<file path="src/rtl/dpram_fifo_ctrl_pkg.sv">
// Shared sizing helpers and default parameters for the first-word fall-through FIFO.
package dpram_fifo_ctrl_pkg;

  localparam int unsigned DEF_DATA_WIDTH    = 8;
  localparam int unsigned DEF_ADDR_WIDTH    = 4;
  localparam int unsigned DEF_AFULL_THRESH  = 12;
  localparam int unsigned DEF_AEMPTY_THRESH = 2;

  function automatic int unsigned fifo_depth(input int unsigned addr_width);
    return 32'd1 << addr_width;
  endfunction

  // Pointers and count carry one extra bit so full and empty stay distinct.
  function automatic int unsigned cnt_width(input int unsigned addr_width);
    return addr_width + 32'd1;
  endfunction

  function automatic bit thresh_ok(input int unsigned depth,
                                   input int unsigned afull,
                                   input int unsigned aempty);
    return (afull > 0) && (afull <= depth) && (aempty < depth);
  endfunction

endpackage

</file>
<file path="src/rtl/dpram_fifo_ctrl_fifo_mem.sv">
// Simple dual-port RAM: one write port, one registered read port with read enable.
module fifo_mem
  import dpram_fifo_ctrl_pkg::*;
#(
  parameter int unsigned DATA_WIDTH = DEF_DATA_WIDTH,
  parameter int unsigned ADDR_WIDTH = DEF_ADDR_WIDTH
) (
  input  logic                  clk,
  input  logic                  rst_n,
  input  logic                  i_we,
  input  logic [ADDR_WIDTH-1:0] i_waddr,
  input  logic [DATA_WIDTH-1:0] i_wdata,
  input  logic                  i_re,
  input  logic [ADDR_WIDTH-1:0] i_raddr,
  output logic [DATA_WIDTH-1:0] o_rdata
);

  localparam int unsigned DEPTH = fifo_depth(ADDR_WIDTH);

  logic [DATA_WIDTH-1:0] r_mem [DEPTH];
  logic [DATA_WIDTH-1:0] r_rdata;

  // Storage array is never reset.
  always_ff @(posedge clk) begin
    if (i_we) begin
      r_mem[i_waddr] <= i_wdata;
    end
  end

  always_ff @(posedge clk) begin
    if (!rst_n) begin
      r_rdata <= '0;
    end else if (i_re) begin
      r_rdata <= r_mem[i_raddr];
    end
  end

  assign o_rdata = r_rdata;

endmodule

</file>
<file path="src/rtl/dpram_fifo_ctrl.sv">
// FIFO controller: pointers, head prefetch, occupancy count and registered flags.
module dpram_fifo_ctrl
  import dpram_fifo_ctrl_pkg::*;
#(
  parameter int unsigned DATA_WIDTH    = DEF_DATA_WIDTH,
  parameter int unsigned ADDR_WIDTH    = DEF_ADDR_WIDTH,
  parameter int unsigned AFULL_THRESH  = DEF_AFULL_THRESH,
  parameter int unsigned AEMPTY_THRESH = DEF_AEMPTY_THRESH
) (
  input  logic                  clk,
  input  logic                  rst_n,
  input  logic                  flush,
  input  logic                  wr_valid,
  output logic                  wr_ready,
  input  logic [DATA_WIDTH-1:0] wr_data,
  output logic                  rd_valid,
  input  logic                  rd_ready,
  output logic [DATA_WIDTH-1:0] rd_data,
  output logic [ADDR_WIDTH:0]   count,
  output logic                  full,
  output logic                  empty,
  output logic                  almost_full,
  output logic                  almost_empty
);

  localparam int unsigned DEPTH = fifo_depth(ADDR_WIDTH);
  localparam int unsigned CW    = cnt_width(ADDR_WIDTH);

  if (!thresh_ok(DEPTH, AFULL_THRESH, AEMPTY_THRESH)) begin : g_bad_thresh
    $error("dpram_fifo_ctrl: illegal almost_full/almost_empty thresholds");
  end

  logic [CW-1:0]         r_wptr;
  logic [CW-1:0]         r_rptr;
  logic [CW-1:0]         r_count;
  logic                  r_rd_valid;
  logic                  r_wr_ready;
  logic                  r_full;
  logic                  r_empty;
  logic                  r_afull;
  logic                  r_aempty;

  logic [CW-1:0]         w_ram_occ;
  logic                  w_push;
  logic                  w_pop;
  logic                  w_re;
  logic [CW-1:0]         w_count_nxt;
  logic                  w_rd_valid_nxt;
  logic [DATA_WIDTH-1:0] w_rdata;

  assign w_ram_occ = r_wptr - r_rptr;

  // Flush wins over both handshakes in its cycle; a full FIFO never passes through.
  assign w_push = wr_valid & r_wr_ready & ~flush;
  assign w_pop  = r_rd_valid & rd_ready & ~flush;
  assign w_re   = (w_ram_occ != '0) & (~r_rd_valid | w_pop) & ~flush;

  always_comb begin
    w_count_nxt    = r_count;
    w_rd_valid_nxt = r_rd_valid;
    if (flush) begin
      w_count_nxt    = '0;
      w_rd_valid_nxt = 1'b0;
    end else begin
      w_count_nxt = r_count + CW'(w_push) - CW'(w_pop);
      if (w_re) begin
        w_rd_valid_nxt = 1'b1;
      end else if (w_pop) begin
        w_rd_valid_nxt = 1'b0;
      end
    end
  end

  always_ff @(posedge clk) begin
    if (!rst_n) begin
      r_wptr     <= '0;
      r_rptr     <= '0;
      r_count    <= '0;
      r_rd_valid <= 1'b0;
    end else if (flush) begin
      r_wptr     <= '0;
      r_rptr     <= '0;
      r_count    <= '0;
      r_rd_valid <= 1'b0;
    end else begin
      if (w_push) begin
        r_wptr <= r_wptr + CW'(1);
      end
      if (w_re) begin
        r_rptr <= r_rptr + CW'(1);
      end
      r_count    <= w_count_nxt;
      r_rd_valid <= w_rd_valid_nxt;
    end
  end

  // Flags are registered from the next count so none sees wr_valid/rd_ready combinationally.
  always_ff @(posedge clk) begin
    if (!rst_n) begin
      r_wr_ready <= 1'b1;
      r_full     <= 1'b0;
      r_empty    <= 1'b1;
      r_afull    <= 1'b0;
      r_aempty   <= 1'b1;
    end else begin
      r_wr_ready <= (w_count_nxt != CW'(DEPTH));
      r_full     <= (w_count_nxt == CW'(DEPTH));
      r_empty    <= (w_count_nxt == '0);
      r_afull    <= (w_count_nxt >= CW'(AFULL_THRESH));
      r_aempty   <= (w_count_nxt <= CW'(AEMPTY_THRESH));
    end
  end

  fifo_mem #(
    .DATA_WIDTH (DATA_WIDTH),
    .ADDR_WIDTH (ADDR_WIDTH)
  ) u_mem (
    .clk     (clk),
    .rst_n   (rst_n),
    .i_we    (w_push),
    .i_waddr (r_wptr[ADDR_WIDTH-1:0]),
    .i_wdata (wr_data),
    .i_re    (w_re),
    .i_raddr (r_rptr[ADDR_WIDTH-1:0]),
    .o_rdata (w_rdata)
  );

  // A read can only target a written slot, and writes stop at full, so addresses never collide.
  a_no_collide: assert property (@(posedge clk) disable iff (!rst_n)
    !(w_push && w_re && (r_wptr[ADDR_WIDTH-1:0] == r_rptr[ADDR_WIDTH-1:0])));

  assign wr_ready     = r_wr_ready;
  assign rd_valid     = r_rd_valid;
  assign rd_data      = w_rdata;
  assign count        = r_count;
  assign full         = r_full;
  assign empty        = r_empty;
  assign almost_full  = r_afull;
  assign almost_empty = r_aempty;

endmodule
</file>
<file path="config.mk">
export PLATFORM = sky130hd
export DESIGN_NAME = dpram_fifo_ctrl
export DESIGN_NICKNAME = d
export VERILOG_FILES = /design/src/rtl/dpram_fifo_ctrl_pkg.sv /design/src/rtl/dpram_fifo_ctrl_fifo_mem.sv /design/src/rtl/dpram_fifo_ctrl.sv
export SDC_FILE = /design/constraint.sdc
export NUM_CORES = 1
export LEC_CHECK = 0
export BUFFER_PORTS_ARGS = -buffer_cell sky130_fd_sc_hd__buf_4
export CORE_MARGIN = 2
export CORE_UTILIZATION = 45
export CTS_CLUSTER_SIZE = 8
export DETAILED_ROUTE_END_ITERATION = 8
export SYNTH_ARGS = -nofsm -noshare
export SYNTH_HDL_FRONTEND = slang
export SYNTH_HIERARCHICAL = 1
export SYNTH_SLANG_ARGS = --single-unit
export TNS_END_PERCENT = 50
</file>
<file path="constraint.sdc">
create_clock -name clk -period 2.8 [get_ports clk]
set_input_delay 0 -clock clk [delete_from_list [all_inputs] [get_ports clk]]
set_output_delay 0 -clock clk [all_outputs]
set_load 0.05 [all_outputs]
</file>
---- Yosys cells after proc, flatten, opt, wreduce, memory -nomap -nowiden ----
Memory sizes are Yosys's and may differ from the RTL's. A register that Yosys moved wholly into a read port is not among the register bits.
Cells that the tools add are included.
W data, S select, Z words.
word-level totals
  bits in registers ....................... 21
  memory bits (writable) .................. 128
  input bits .............................. 13
  output and inout port bits .............. 19
  word-level logic and storage cells ...... 39
  memories ................................ 1
cells by class
  add/sub/neg operators ................... 5
  magnitude comparators ................... 2
  equality and inequality tests ........... 2
  multiplexer cells ....................... 5
  bitwise gates (word level) .............. 10
  reduce and logical (&&, ||, !) cells .... 5
memory list
  name         depth  width  rd ports  clocked after memory_dff  wr ports  line                            RTL
  u_mem.r_mem  16     8      1         1                         1         dpram_fifo_ctrl_fifo_mem.sv:20  logic [DATA_WIDTH-1:0] r_mem [DEPTH];
operator list
  operator               count
  $add A5 B1 Y5 const B  2
  $and A1 B1 Y1          6
  $add A5 B1 Y5          1
  $eq A5 B5 Y1 const B   1
  $ge A5 B4 Y1 const B   1
  $le A5 B2 Y1 const B   1
  $logic_not A5 Y1       1
  $mux W5                1
  $ne A5 B5 Y1 const B   1
  $reduce_bool A5 Y1     1
  $sub A5 B1 Y5          1
  $sub A5 B5 Y5          1
  $mux W1                4
  $not A1 Y1             3
  $reduce_bool A2 Y1     1
  $reduce_or A2 Y1       1
  $logic_not A1 Y1       1
  $or A1 B1 Y1           1

---- Logic depth before layout (Yosys ltp) ----
Gate-level depths: netlist (run 1).
  word-level depth ........................ 6
  gate-level depth with buffers ........... 12

---- Modules after synthesis ----
Netlist (run 1), hierarchy kept.
by module, submodules not included
  module           times used  cells each  area each (sq um)  seq. area each (sq um)
  fifo_mem         1           318         5351.4             4003.8
  dpram_fifo_ctrl  1           116         1087.3             420.4

---- Worst setup path after synthesis (run 1) ----
Ideal clock, no wire load.
  kind .................................... register to register
  start point ............................. register r_wr_ready (netlist: wr_ready)
  end point ............................... register r_empty (netlist: empty)
  library setup time ...................... 0.115 ns
  arrival time ............................ 2.871 ns
  required time ........................... 2.685 ns
  path slack .............................. -0.186 ns
  stages on the path, launching flop included .. 13
  period minus slack after synthesis ...... 2.986 ns
  cell sequence ........................... dfxtp_1 -> nand2_1 -> nor2_1 -> inv_1 -> ha_1 -> inv_1 -> ha_1 -> fa_1 -> a21o_1 -> a21oi_1 -> xnor2_1 -> and2_1 -> o21ba_1
on the way
  longest elaborated chain between the ends .. 6
RTL lines
  item                        line                    RTL
  start: declaration          dpram_fifo_ctrl.sv:37   logic r_wr_ready;
  start signal: assignment    dpram_fifo_ctrl.sv:106  r_wr_ready <= (w_count_nxt != CW'(DEPTH));
  $and A1 B1 Y1 (2 in a row)  dpram_fifo_ctrl.sv:54   assign w_push = wr_valid & r_wr_ready & ~flush;
  named net w_push            dpram_fifo_ctrl.sv:44   logic w_push;
  $add A5 B1 Y5               dpram_fifo_ctrl.sv:65   w_count_nxt = r_count + CW'(w_push) - CW'(w_pop);
  $sub A5 B1 Y5               dpram_fifo_ctrl.sv:65
  $mux W5                     dpram_fifo_ctrl.sv:61   if (flush) begin
  $logic_not A5 Y1            dpram_fifo_ctrl.sv:108  r_empty <= (w_count_nxt == '0);
  end signal: assignment      dpram_fifo_ctrl.sv:108
  end: declaration            dpram_fifo_ctrl.sv:39   logic r_empty;
The timed path passes the listed nets, and every way through them passes these cells.
A chain may end at the register's enable or synchronous reset.

---- Worst setup path in the final report (run 1) ----
Same ends and word-level chain as after synthesis.

==> summary.md, run 1 <==
| Metric | Value |
|---|---|
| Initial antenna violation count | `0` |
| Largest vdd supply drop | `0.385 mV` |
| Fillers | `1153` |
| Clk_lat worst skew | `0.42 ns` |
| GRT Total Usage | `19.0%` |
| Crit start category | `flop` |
| Setup bufs post-CTS | `0` |
| Switching Power | `998 uW` |
| XOR/XNOR Fraction of Synth Area | `1.50%` |
| Pwr Density | `663 mW/mm^2` |
| Measured slew at the worst slew-check pin | `0.901 ns` |
| Syn Area/Cell | `14.8 sq um` |
| Vias in the first global route | `3683` |
| Reg2reg setup slack | `0.23 ns` |
| Total power | `5040 uW` |
| Residual DRC count | `0` |
| #FFs+latches synth | `157` |
| Register area share after synthesis | `68.7%` |
| Post-route ant nets | `0` |
| Initial DRC Count | `232` |
| Boundary Pins | `32` |
| Fmax | `389 MHz` |
| Die width | `124 um` |
| Post-DP HPWL | `8.49 mm` |
| Max-Cap Viols | `0` |
| Post-synth EDFFs | `128` |
| Largest family of logic cells by synthesized area | `multiplexers` |
| Reg2reg start | `wr_ready` |
| Initial Util | `46.2%` |
| Synth Area in Adders | `2.45%` |
| Bufs on Longest Clock Path | `2` |
| Ant. Diodes | `0` |
| Most used flip-flop cell after synthesis | `edfxtp_1` |
| Post_cts resized | `0` |
| P_leak | `0.00259 uW` |
| Proportion of synthesized area in mux cells | `10.1%` |
| Layout cells sized above 1 | `17.5%` |
| Simple-Gate Fraction of Synth Area | `8.34%` |
| Synth warn | `6` |
| Mapped Cells | `434` |
| Clock power share | `45.0%` |
| HP Class | `input pin to flop` |
| Area of the multi-input gates | `0.00181 sq mm` |
| Core box area | `0.0139 sq mm` |
| Critical path type | `flop to flop` |
| TritonCTS buffer count | `17` |
| IO buf count | `31` |
| Combinational share of power | `4.4%` |
| Critical Path End Type | `flop` |
| Setup TNS | `0 ns` |
| Syn nets | `459` |
| Setup-failing EPs final | `0` |
| Grt total ovfl | `0` |
| Seq pwr share | `50.7%` |
| Critical Path RT | `3.12 ns` |
| Status | `completed` |
| CTS tree | `yes` |
| Storage cell area | `0.00443 sq mm` |
| Wirelength, routed | `13.3 mm` |
| Die area | `0.0153 sq mm` |
| Internal power | `4040 uW` |
| Sw Ratio | `19.8%` |
| RSZ-0062 raised after global routing | `no` |
| Final Hold Vio Count | `0` |
| Skew final | `0.00612 ns` |
| Worst-path clk slew | `0.06 ns` |
| First-pass GRT wire length | `20.5 mm` |
| Routed via count | `3729` |
| Tmin final | `2.57 ns` |
| Dominant cell type by area after synthesis | `edfxtp_1` |
| Synth Area in Compound Gates | `5.75%` |
| Post-Syn Area | `0.00644 sq mm` |
| Tcrit/Tclk final | `91.7%` |
| HP Start | `rst_n` |
| Most frequent cell after synthesis | `edfxtp_1` |
| Area contributors post-synth | `edfxtp_1, mux2i_1, dfxtp_1` |
| WP data arrival | `2.88 ns` |
| # hold bufs at CTS | `10` |
| Final Max Slew Viols | `0` |
| Vias/cell | `5.38` |
| DIE HEIGHT | `124 um` |
| Pin count of the biggest net entering global routing | `38` |
| Number of H-tree levels | `4` |
| Critical Path Start | `wr_ready` |
| Clock sink count | `157` |
| Async set or reset register ratio after synthesis | `0%` |
| GPL Wtd Cong | `0.763` |
| Slew headroom | `39.9%` |
| CTS root buf | `clkbuf_16` |
| Row cnt | `43` |
| Yosys top cell area share | `59.7%` |
| Worst-path fanout max | `5` |
| Yosys cell types | `41` |
| Top cells by count, synth | `edfxtp_1, mux2i_1, nand3_1` |
| 1st-pass router iterations | `4` |
| NumNets Final | `525` |
| Layout overhead on the synthesized area | `18.2%` |
| WL/cell | `19.2 um` |
final cells by class:
cell class              instances  area share [%]
inverters                      12           0.592
multi-input cells             248            23.8
flip-flops and latches        157            58.2
well taps                     180            2.96
clock buffers                  25            6.64
clock inverters                 7            1.12
repair buffers                 64            6.64
critical path, cell delays in order (launching register included):
cell and delay [ns]:
dfxtp_2 0.33, nand2_1 0.09, nor2_1 0.15, inv_1 0.06, ha_1 0.27, inv_1 0.04
ha_1 0.20, fa_1 0.40, a21o_1 0.17, a21oi_1 0.17, xnor2_1 0.17, and2_1 0.24
o21ba_1 0.16
state kept, by name, summed over array words and instances (netlist names):
register / flops
empty: 1
full: 1
wr_ready: 1
r_rptr: 5
r_wptr: 5
almost_empty: 1
count: 5
u_mem/o_rdata: 8
rd_valid: 1
almost_full: 1
u_mem/r_mem: 128
routing by layer:
metal	GRT usage, %	up-vias	routed length [um]
li1	-	1765	-
met2	29.7	90	6430
met3	4.58	14	667
met1	24.5	1860	6020
met4	10.2	0	184
met5	0	-	0
final timing paths:
check	end	depth (start not counted)
min	almost_empty	3
min reg2reg	u_mem/o_rdata[5]	2
max	empty	12
max reg2reg	empty	12
cells by family (layout without fill, tap and decap cells):
| family | Yosys count | in the layout |
|---|---|---|
| flip-flops | 157 | 157 |
| AND/OR/NAND/NOR | 109 | 109 |
| multiplexers | 65 | 65 |
| AO/OA/AOI/OAI | 51 | 51 |
| buffers and inverters | 29 | 108 |
| adder cells (fa/ha/maj) | 12 | 12 |
| XOR/XNOR | 11 | 11 |
cell usage in the layout (no fill, tap or decap), types with 3 or more instances in the layout:
| cell | instances |
|---|---|
| edfxtp_1 | 128 |
| mux2i_1 | 65 |
| buf_4 | 54 |
| nand3_1 | 30 |
| dfxtp_1 | 27 |
| nand2_1 | 25 |
| a22oi_1 | 24 |
| nor2_1 | 21 |
| clkbuf_16 | 17 |
| a21oi_1 | 13 |
| inv_1 | 12 |
| ha_1 | 11 |
| dlygate4sd3_1 | 10 |
| nor2b_1 | 7 |
| xnor2_1 | 6 |
| a21o_1 | 6 |
| and2_1 | 6 |
| xor2_1 | 5 |
| clkbuf_8 | 5 |
| clkinv_2 | 5 |
| nand2b_1 | 4 |
| nor3_1 | 4 |
| clkbuf_1 | 3 |
through the flow:
step / instances / utilization [%] / setup slack [ns] / hold WS [ns] / area, sq um
after detailed placement: 651 / 49.6 / 0.244 / 0.265 / 6920
after global routing: 693 / 54.6 / 0.0697 / 0.0544 / 7610
after floorplan: 434 / - / 0.00985 / 0.0989 / 6440
final: 693 / 54.6 / 0.232 / 0.0472 / 7610
after CTS: 693 / 54.6 / 0.234 / 0.0321 / 7610
after global placement: 651 / 49.6 / 0.329 / 0.262 / 6920
power by group through the flow:
stage	logic, uW	registers, uW	clock network (uW)
2_1_floorplan	74.0	2650	0
3_3_place_gp	208	2600	0
3_5_place_dp	212	2600	0
4_1_cts	223	2550	2310
5_1_grt	239	2550	2410
6_report	220	2550	2270
Note: power is estimated with default switching activity, not from simulation.
==> inputs of run 2 (changes only) <==
--- a/config.mk
+++ b/config.mk
@@ -10,6 +10,7 @@
 export CORE_UTILIZATION = 45
 export CTS_CLUSTER_SIZE = 8
 export DETAILED_ROUTE_END_ITERATION = 8
+export RECOVER_POWER = 50
 export SYNTH_ARGS = -nofsm -noshare
 export SYNTH_HDL_FRONTEND = slang
 export SYNTH_HIERARCHICAL = 1
==> summary.md, run 2 (same netlist as run 1, synthesis figures left out) <==
| Metric | Value |
|---|---|
| Status | `completed` |
| GPL Wtd Cong | `0.763 (unchanged)` |
| Setup TNS | `0 ns (unchanged)` |
| Final Hold Vio Count | `0 (unchanged)` |
| Vias in the first global route | `3683 (unchanged)` |
| Post-route ant nets | `0 (unchanged)` |
| NumNets Final | `525 (unchanged)` |
| Number of H-tree levels | `4 (unchanged)` |
| CTS root buf | `clkbuf_16` |
| Clk_lat worst skew | `0.42 ns (about the same)` |
| WP data arrival | `2.88 ns (about the same)` |
| Critical Path End Type | `flop` |
| Row cnt | `43 (unchanged)` |
| Critical Path RT | `3.12 ns (about the same)` |
| Initial Util | `46.2% (unchanged)` |
| Critical path type | `flop to flop` |
| IO buf count | `31 (unchanged)` |
| HP Class | `input pin to flop` |
| Die area | `0.0153 sq mm (unchanged)` |
| Die width | `124 um (unchanged)` |
| Residual DRC count | `0 (unchanged)` |
| Largest vdd supply drop | `0.389 mV (+1.0%)` |
| Bufs on Longest Clock Path | `2 (unchanged)` |
| Initial antenna violation count | `0 (unchanged)` |
| Vias/cell | `5.41 (+0.48%)` |
| Tmin final | `2.56 ns (-0.00964 ns)` |
| Core box area | `0.0139 sq mm (unchanged)` |
| Setup-failing EPs final | `0 (unchanged)` |
| GRT Total Usage | `19.0% (unchanged)` |
| Grt total ovfl | `0 (unchanged)` |
| Pwr Density | `670 mW/mm^2 (+1.1%)` |
| Pin count of the biggest net entering global routing | `38 (unchanged)` |
| Fillers | `1179 (+2.3%)` |
| RSZ-0062 raised after global routing | `no` |
| First-pass GRT wire length | `20.5 mm (unchanged)` |
| Routed via count | `3747 (+0.48%)` |
| CTS tree | `yes` |
| Measured slew at the worst slew-check pin | `0.949 ns (+0.0480 ns)` |
| Setup bufs post-CTS | `0 (unchanged)` |
| Final Max Slew Viols | `0 (unchanged)` |
| DIE HEIGHT | `124 um (unchanged)` |
| WL/cell | `19.2 um (-0.24%)` |
| Wirelength, routed | `13.3 mm (-0.24%)` |
| Clock sink count | `157 (unchanged)` |
| TritonCTS buffer count | `17 (unchanged)` |
| Slew headroom | `36.7% (-3.2 points)` |
| Slowest Stage Delay on Critical Path | `0.40 ns (about the same)` |
| Most common cell after layout, fill and taps aside | `edfxtp_1` |
| Crit-path cells | `nand2_1, nor2_1, inv_1, ha_1, inv_1, ha_1, fa_1, a21o_1, a21oi_1, xnor2_1, and2_1, o21ba_1` |
| Register with the most flip-flops | `u_mem/r_mem` |
| Most frequent cells in the layout | `edfxtp_1, mux2i_1, clkbuf_1, nand3_1, dfxtp_1` |
| Crit-path slowest cell | `fa_1` |
| Boundary Pins | `32 (unchanged)` |
| Worst-path fanout max | `5 (unchanged)` |
| Initial DRC Count | `269 (+16%)` |
| Tcrit/Tclk final | `91.4% (-0.34 points)` |
| Max FFs per register | `128 (unchanged)` |
| P_leak | `0.00248 uW (-4.4%)` |
| Total power | `5020 uW (-0.36%)` |
| Worst-path clk slew | `0.06 ns (about the same)` |
| Design area | `0.00750 sq mm (-1.4%)` |
| Skew final | `0.00925 ns (+0.00313 ns)` |
| Max-Cap Viols | `0 (unchanged)` |
| Setup ws final | `0.241 ns (+0.00964 ns)` |
| Layout cells sized above 1 | `11.9% (-5.7 points)` |
| 1st-pass router iterations | `4 (unchanged)` |
| Post-DP HPWL | `8.49 mm (unchanged)` |
| Ant. Diodes | `0 (unchanged)` |
| Placed Instance Area | `0.00692 sq mm (unchanged)` |
| DP Worst Slack | `0.244 ns (unchanged)` |
| Layout overhead on the synthesized area | `16.5%` |
| Cells after DPL | `651 (unchanged)` |
| Crit start category | `flop` |
| Final cell count without fillers | `693 (unchanged)` |
| Fmax | `391 MHz (+0.38%)` |
==> run 2: changes by cell type in the layout (fill, tap and decap cells not counted), sizes merged <==
cell    delta
buf       -29
clkbuf    +29
==> run 2: path summary, 6_finish.rpt <==
path / start / endpoint / slack, ns / cells after the start
setup / recovery: wr_ready / empty / 0.24 / 12
hold / removal: rst_n / almost_empty / 0.05 / 3
hold reg to reg: u_mem/o_rdata[5] / u_mem/o_rdata[5] / 0.47 / 2
setup reg to reg: wr_ready / empty / 0.24 / 12
==> run 2: layout make-up <==
cell class	instances	area, sq um	share of cell area, %
Multi-Input combinational cell	248	1810	24.2
Sequential cell	157	4430	59.1
Clock buffer	25	505	6.74
Inverter	12	45.0	0.601
Tap cell	180	225	3.00
Timing Repair Buffer	64	397	5.29
Clock inverter	7	85.1	1.13
==> run 2: what timing repair did <==
item,4_1_cts,5_1_grt
resized for setup,0,0
hold endpoints to repair,133,0
hold buffers,10,0
==> run 2: layer usage <==
metal / up-vias / wire length, um / track usage (%)
met4: 0 / 310 / 10.2
met2: 85 / 6360 / 29.7
li1: 1767 / - / -
met1: 1872 / 6070 / 24.5
met3: 23 / 539 / 4.58
met5: - / 0 / 0
==> run 2: report_power, final <==
group / switching (uW) / internal, uW / total (uW) / leakage [uW]
combinational: 142 / 60.1 / 203 / 0.000796
clock: 843 / 1420 / 2270 / 0.000297
sequential: 11.0 / 2540 / 2560 / 0.00139
==> run 2: critical path: cells and delay by family (launching register included) <==
family	cells	cell delay (ns)
AO/OA/AOI/OAI	3	0.50
AND/OR/NAND/NOR	3	0.48
adder cells (fa/ha/maj)	3	0.87
buffers and inverters	2	0.10
flip-flops	1	0.33
XOR/XNOR	1	0.17
==> run 2: metrics by stage <==
step / hold slack, ns / util (%)
2_1_floorplan: 0.0989 / -
3_3_place_gp: 0.262 / 49.6
3_5_place_dp: 0.265 / 49.6
4_1_cts: 0.0321 / 54.6
5_1_grt: 0.0569 / 53.8
6_report: 0.0484 / 53.8
==> inputs of run 3 (changes only) <==
--- a/config.mk
+++ b/config.mk
@@ -5,11 +5,11 @@
 export SDC_FILE = /design/constraint.sdc
 export NUM_CORES = 1
 export LEC_CHECK = 0
-export BUFFER_PORTS_ARGS = -buffer_cell sky130_fd_sc_hd__buf_4
 export CORE_MARGIN = 2
 export CORE_UTILIZATION = 45
 export CTS_CLUSTER_SIZE = 8
 export DETAILED_ROUTE_END_ITERATION = 8
+export DONT_BUFFER_PORTS = 1
 export RECOVER_POWER = 50
 export SYNTH_ARGS = -nofsm -noshare
 export SYNTH_HDL_FRONTEND = slang
==> summary.md, run 3 (same netlist as run 1, synthesis figures left out) <==
| Metric | Value |
|---|---|
| Die area | `0.0153 sq mm (unchanged)` |
| Grt total ovfl | `0 (unchanged)` |
| NumNets Final | `504 (-4.0%)` |
| Post_cts resized | `0 (unchanged)` |
| Boundary Pins | `32 (unchanged)` |
| Pin count of the biggest net entering global routing | `41 (+7.9%)` |
| End of the worst hold path | `r_wptr[3]` |
| Clk_lat worst skew | `0.42 ns (about the same)` |
| Setup TNS | `0 ns (unchanged)` |
| First-pass GRT wire length | `20.1 mm (-1.7%)` |
| Internal power | `3910 uW (-2.8%)` |
| Crit-path cells | `clkbuf_1, inv_1, fa_1, a21o_1, a21oi_1, xnor2_1, and2_1, o21ba_1` |
| Critical path type | `flop to flop` |
| Layout cells sized above 1 | `12.4% (+0.51 points)` |
| Max-Cap Viols | `0 (unchanged)` |
| Final design utilization | `53.2% (-0.60 points)` |
| Worst-path fanout max | `5 (unchanged)` |
| Seq pwr share | `52.5% (+1.6 points)` |
| Hold slack | `0.0127 ns (-0.0357 ns)` |
| Ant. Diodes | `0 (unchanged)` |
| Setup ws final | `0.265 ns (+0.0235 ns)` |
| Die width | `124 um (unchanged)` |
| CTS tree | `yes` |
| Critical Path End Type | `flop` |
| Fmax | `394 MHz (+0.93%)` |
| Final Max Slew Viols | `0 (unchanged)` |
| Switching Power | `1020 uW (+2.5%)` |
| DIE HEIGHT | `124 um (unchanged)` |
| WL/cell | `19.5 um (+1.6%)` |
| Vias/cell | `5.33 (-1.4%)` |
| Tcrit/Tclk final | `90.5% (-0.84 points)` |
| RSZ-0062 raised after global routing | `no` |
| Vias in the first global route | `3588 (-2.6%)` |
| Initial DRC Count | `308 (+14%)` |
| Final Hold Vio Count | `0 (unchanged)` |
| Crit start category | `flop` |
| Row cnt | `43 (unchanged)` |
| Worst-path clk slew | `0.06 ns (about the same)` |
| Pwr Density | `666 mW/mm^2 (-0.64%)` |
| Hold Crit Depth | `2 (-1)` |
| Post-route ant nets | `0 (unchanged)` |
| Register with the most flip-flops | `u_mem/r_mem` |
| HP Start | `rst_n` |
| Wirelength, routed | `13.1 mm (-1.4%)` |
| WP data arrival | `2.85 ns (-0.03 ns)` |
| Core box area | `0.0139 sq mm (unchanged)` |
| Routed via count | `3583 (-4.4%)` |
| 1st-pass router iterations | `4 (unchanged)` |
| Placed Instance Area | `0.00674 sq mm (-2.5%)` |
| Critical Path RT | `3.12 ns (about the same)` |
| Setup-failing EPs final | `0 (unchanged)` |
| Bufs on Longest Clock Path | `2 (unchanged)` |
| Initial Util | `46.2% (unchanged)` |
| Measured slew at the worst slew-check pin | `0.911 ns (-0.0377 ns)` |
| Design area | `0.00741 sq mm (-1.1%)` |
| GPL Wtd Cong | `0.762 (-0.17%)` |
| Initial antenna violation count | `0 (unchanged)` |
| TritonCTS buffer count | `17 (unchanged)` |
| Slew headroom | `39.2% (+2.5 points)` |
| Clock power share | `44.4% (-0.7 points)` |
| Reg2reg setup slack | `0.26 ns (+0.02 ns)` |
| Post-DP HPWL | `8.17 mm (-3.8%)` |
| Largest vdd supply drop | `0.389 mV (about the same)` |
| Most common cell after layout, fill and taps aside | `edfxtp_1` |
| Sw Ratio | `20.7% (+0.86 points)` |
| IO buf count | `0 (-100%)` |
| Reg2reg start | `count[1]` |
| HP Class | `input pin to flop` |
| Number of H-tree levels | `4 (unchanged)` |
| GRT Total Usage | `18.6% (-0.35 points)` |
| Clock sink count | `157 (unchanged)` |
| Max FFs per register | `128 (unchanged)` |
| Skew final | `0.00636 ns (-0.00289 ns)` |
| R2r worst-path depth | `8 (-4)` |
| Status | `completed` |
| Crit-path slowest cell | `clkbuf_1` |
| Most frequent cells in the layout | `edfxtp_1, mux2i_1, nand3_1, dfxtp_1` |
| Layout overhead on the synthesized area | `15.2%` |
| Combinational share of power | `3.1% (-0.9 points)` |
| Tmin final | `2.54 ns (-0.0235 ns)` |
| CTS root buf | `clkbuf_16` |
| Slowest Stage Delay on Critical Path | `0.52 ns (+0.12 ns)` |
| DP Worst Slack | `0.249 ns (+0.00415 ns)` |
| Residual DRC count | `0 (unchanged)` |
| Critical R2R Capture | `empty` |
| P_leak | `0.00245 uW (-1.4%)` |
[run 3: what timing repair did]
item | 4_1_cts | 5_1_grt
setup buffers | 0 | 0
hold endpoints to repair | 143 | 0
hold buffers | 12 | 0
[run 3: final cells by class]
class                      instances  area (sq um)
timing repair buffer              43           330
clock buffer                      23           488
fill                            1170          6520
multi-input combinational        248          1810
inverter                          12          45.0
clock inverter                     9          86.3
sequential                       157          4430
tap                              180           225
[run 3: worst max-delay path: cells and delay by family, from the launching register on]
kind	cells	cell delay (ns)
flops	1	0.31
fa+ha+maj	1	0.50
simple gates	1	0.23
compound gates	3	0.50
xor+xnor	1	0.16
buf+inv	2	0.72
[run 3: how the worst max path moves through the flow]
stage,startpoint,endpoint,slack [ns],cells after the start
floorplan,wr_ready,empty,0.01,12
global placement,wr_ready,empty,0.34,12
detailed placement,wr_ready,empty,0.25,12
CTS,wr_ready,empty,0.24,12
global route,wr_ready,empty,0.04,12
finish,count[1],empty,0.26,8
[run 3: metrics by stage]
step                std cells  total power, uW
finish                    672             4940
global route              672             5100
CTS                       672             4990
detailed placement        628             2760
global placement          628             2750
floorplan                 434             2720
[run 3: power groups by stage]
| stage | sequential (uW) | combinational (uW) | clock [uW] |
|---|---|---|---|
| after floorplan | 2650 | 74.0 | 0 |
| after global placement | 2640 | 112 | 0 |
| after detailed placement | 2640 | 115 | 0 |
| after CTS | 2590 | 156 | 2250 |
| after global routing | 2590 | 169 | 2340 |
| final | 2590 | 152 | 2190 |
[run 3: metal layers]
metal	vias to the layer above	share of wire, %	GRT usage [%]
li1	1722	-	-
met1	1771	44	23.8
met2	74	49	29.8
met3	16	5.4	6.59
met4	0	1.2	6.18
met5	-	0	0
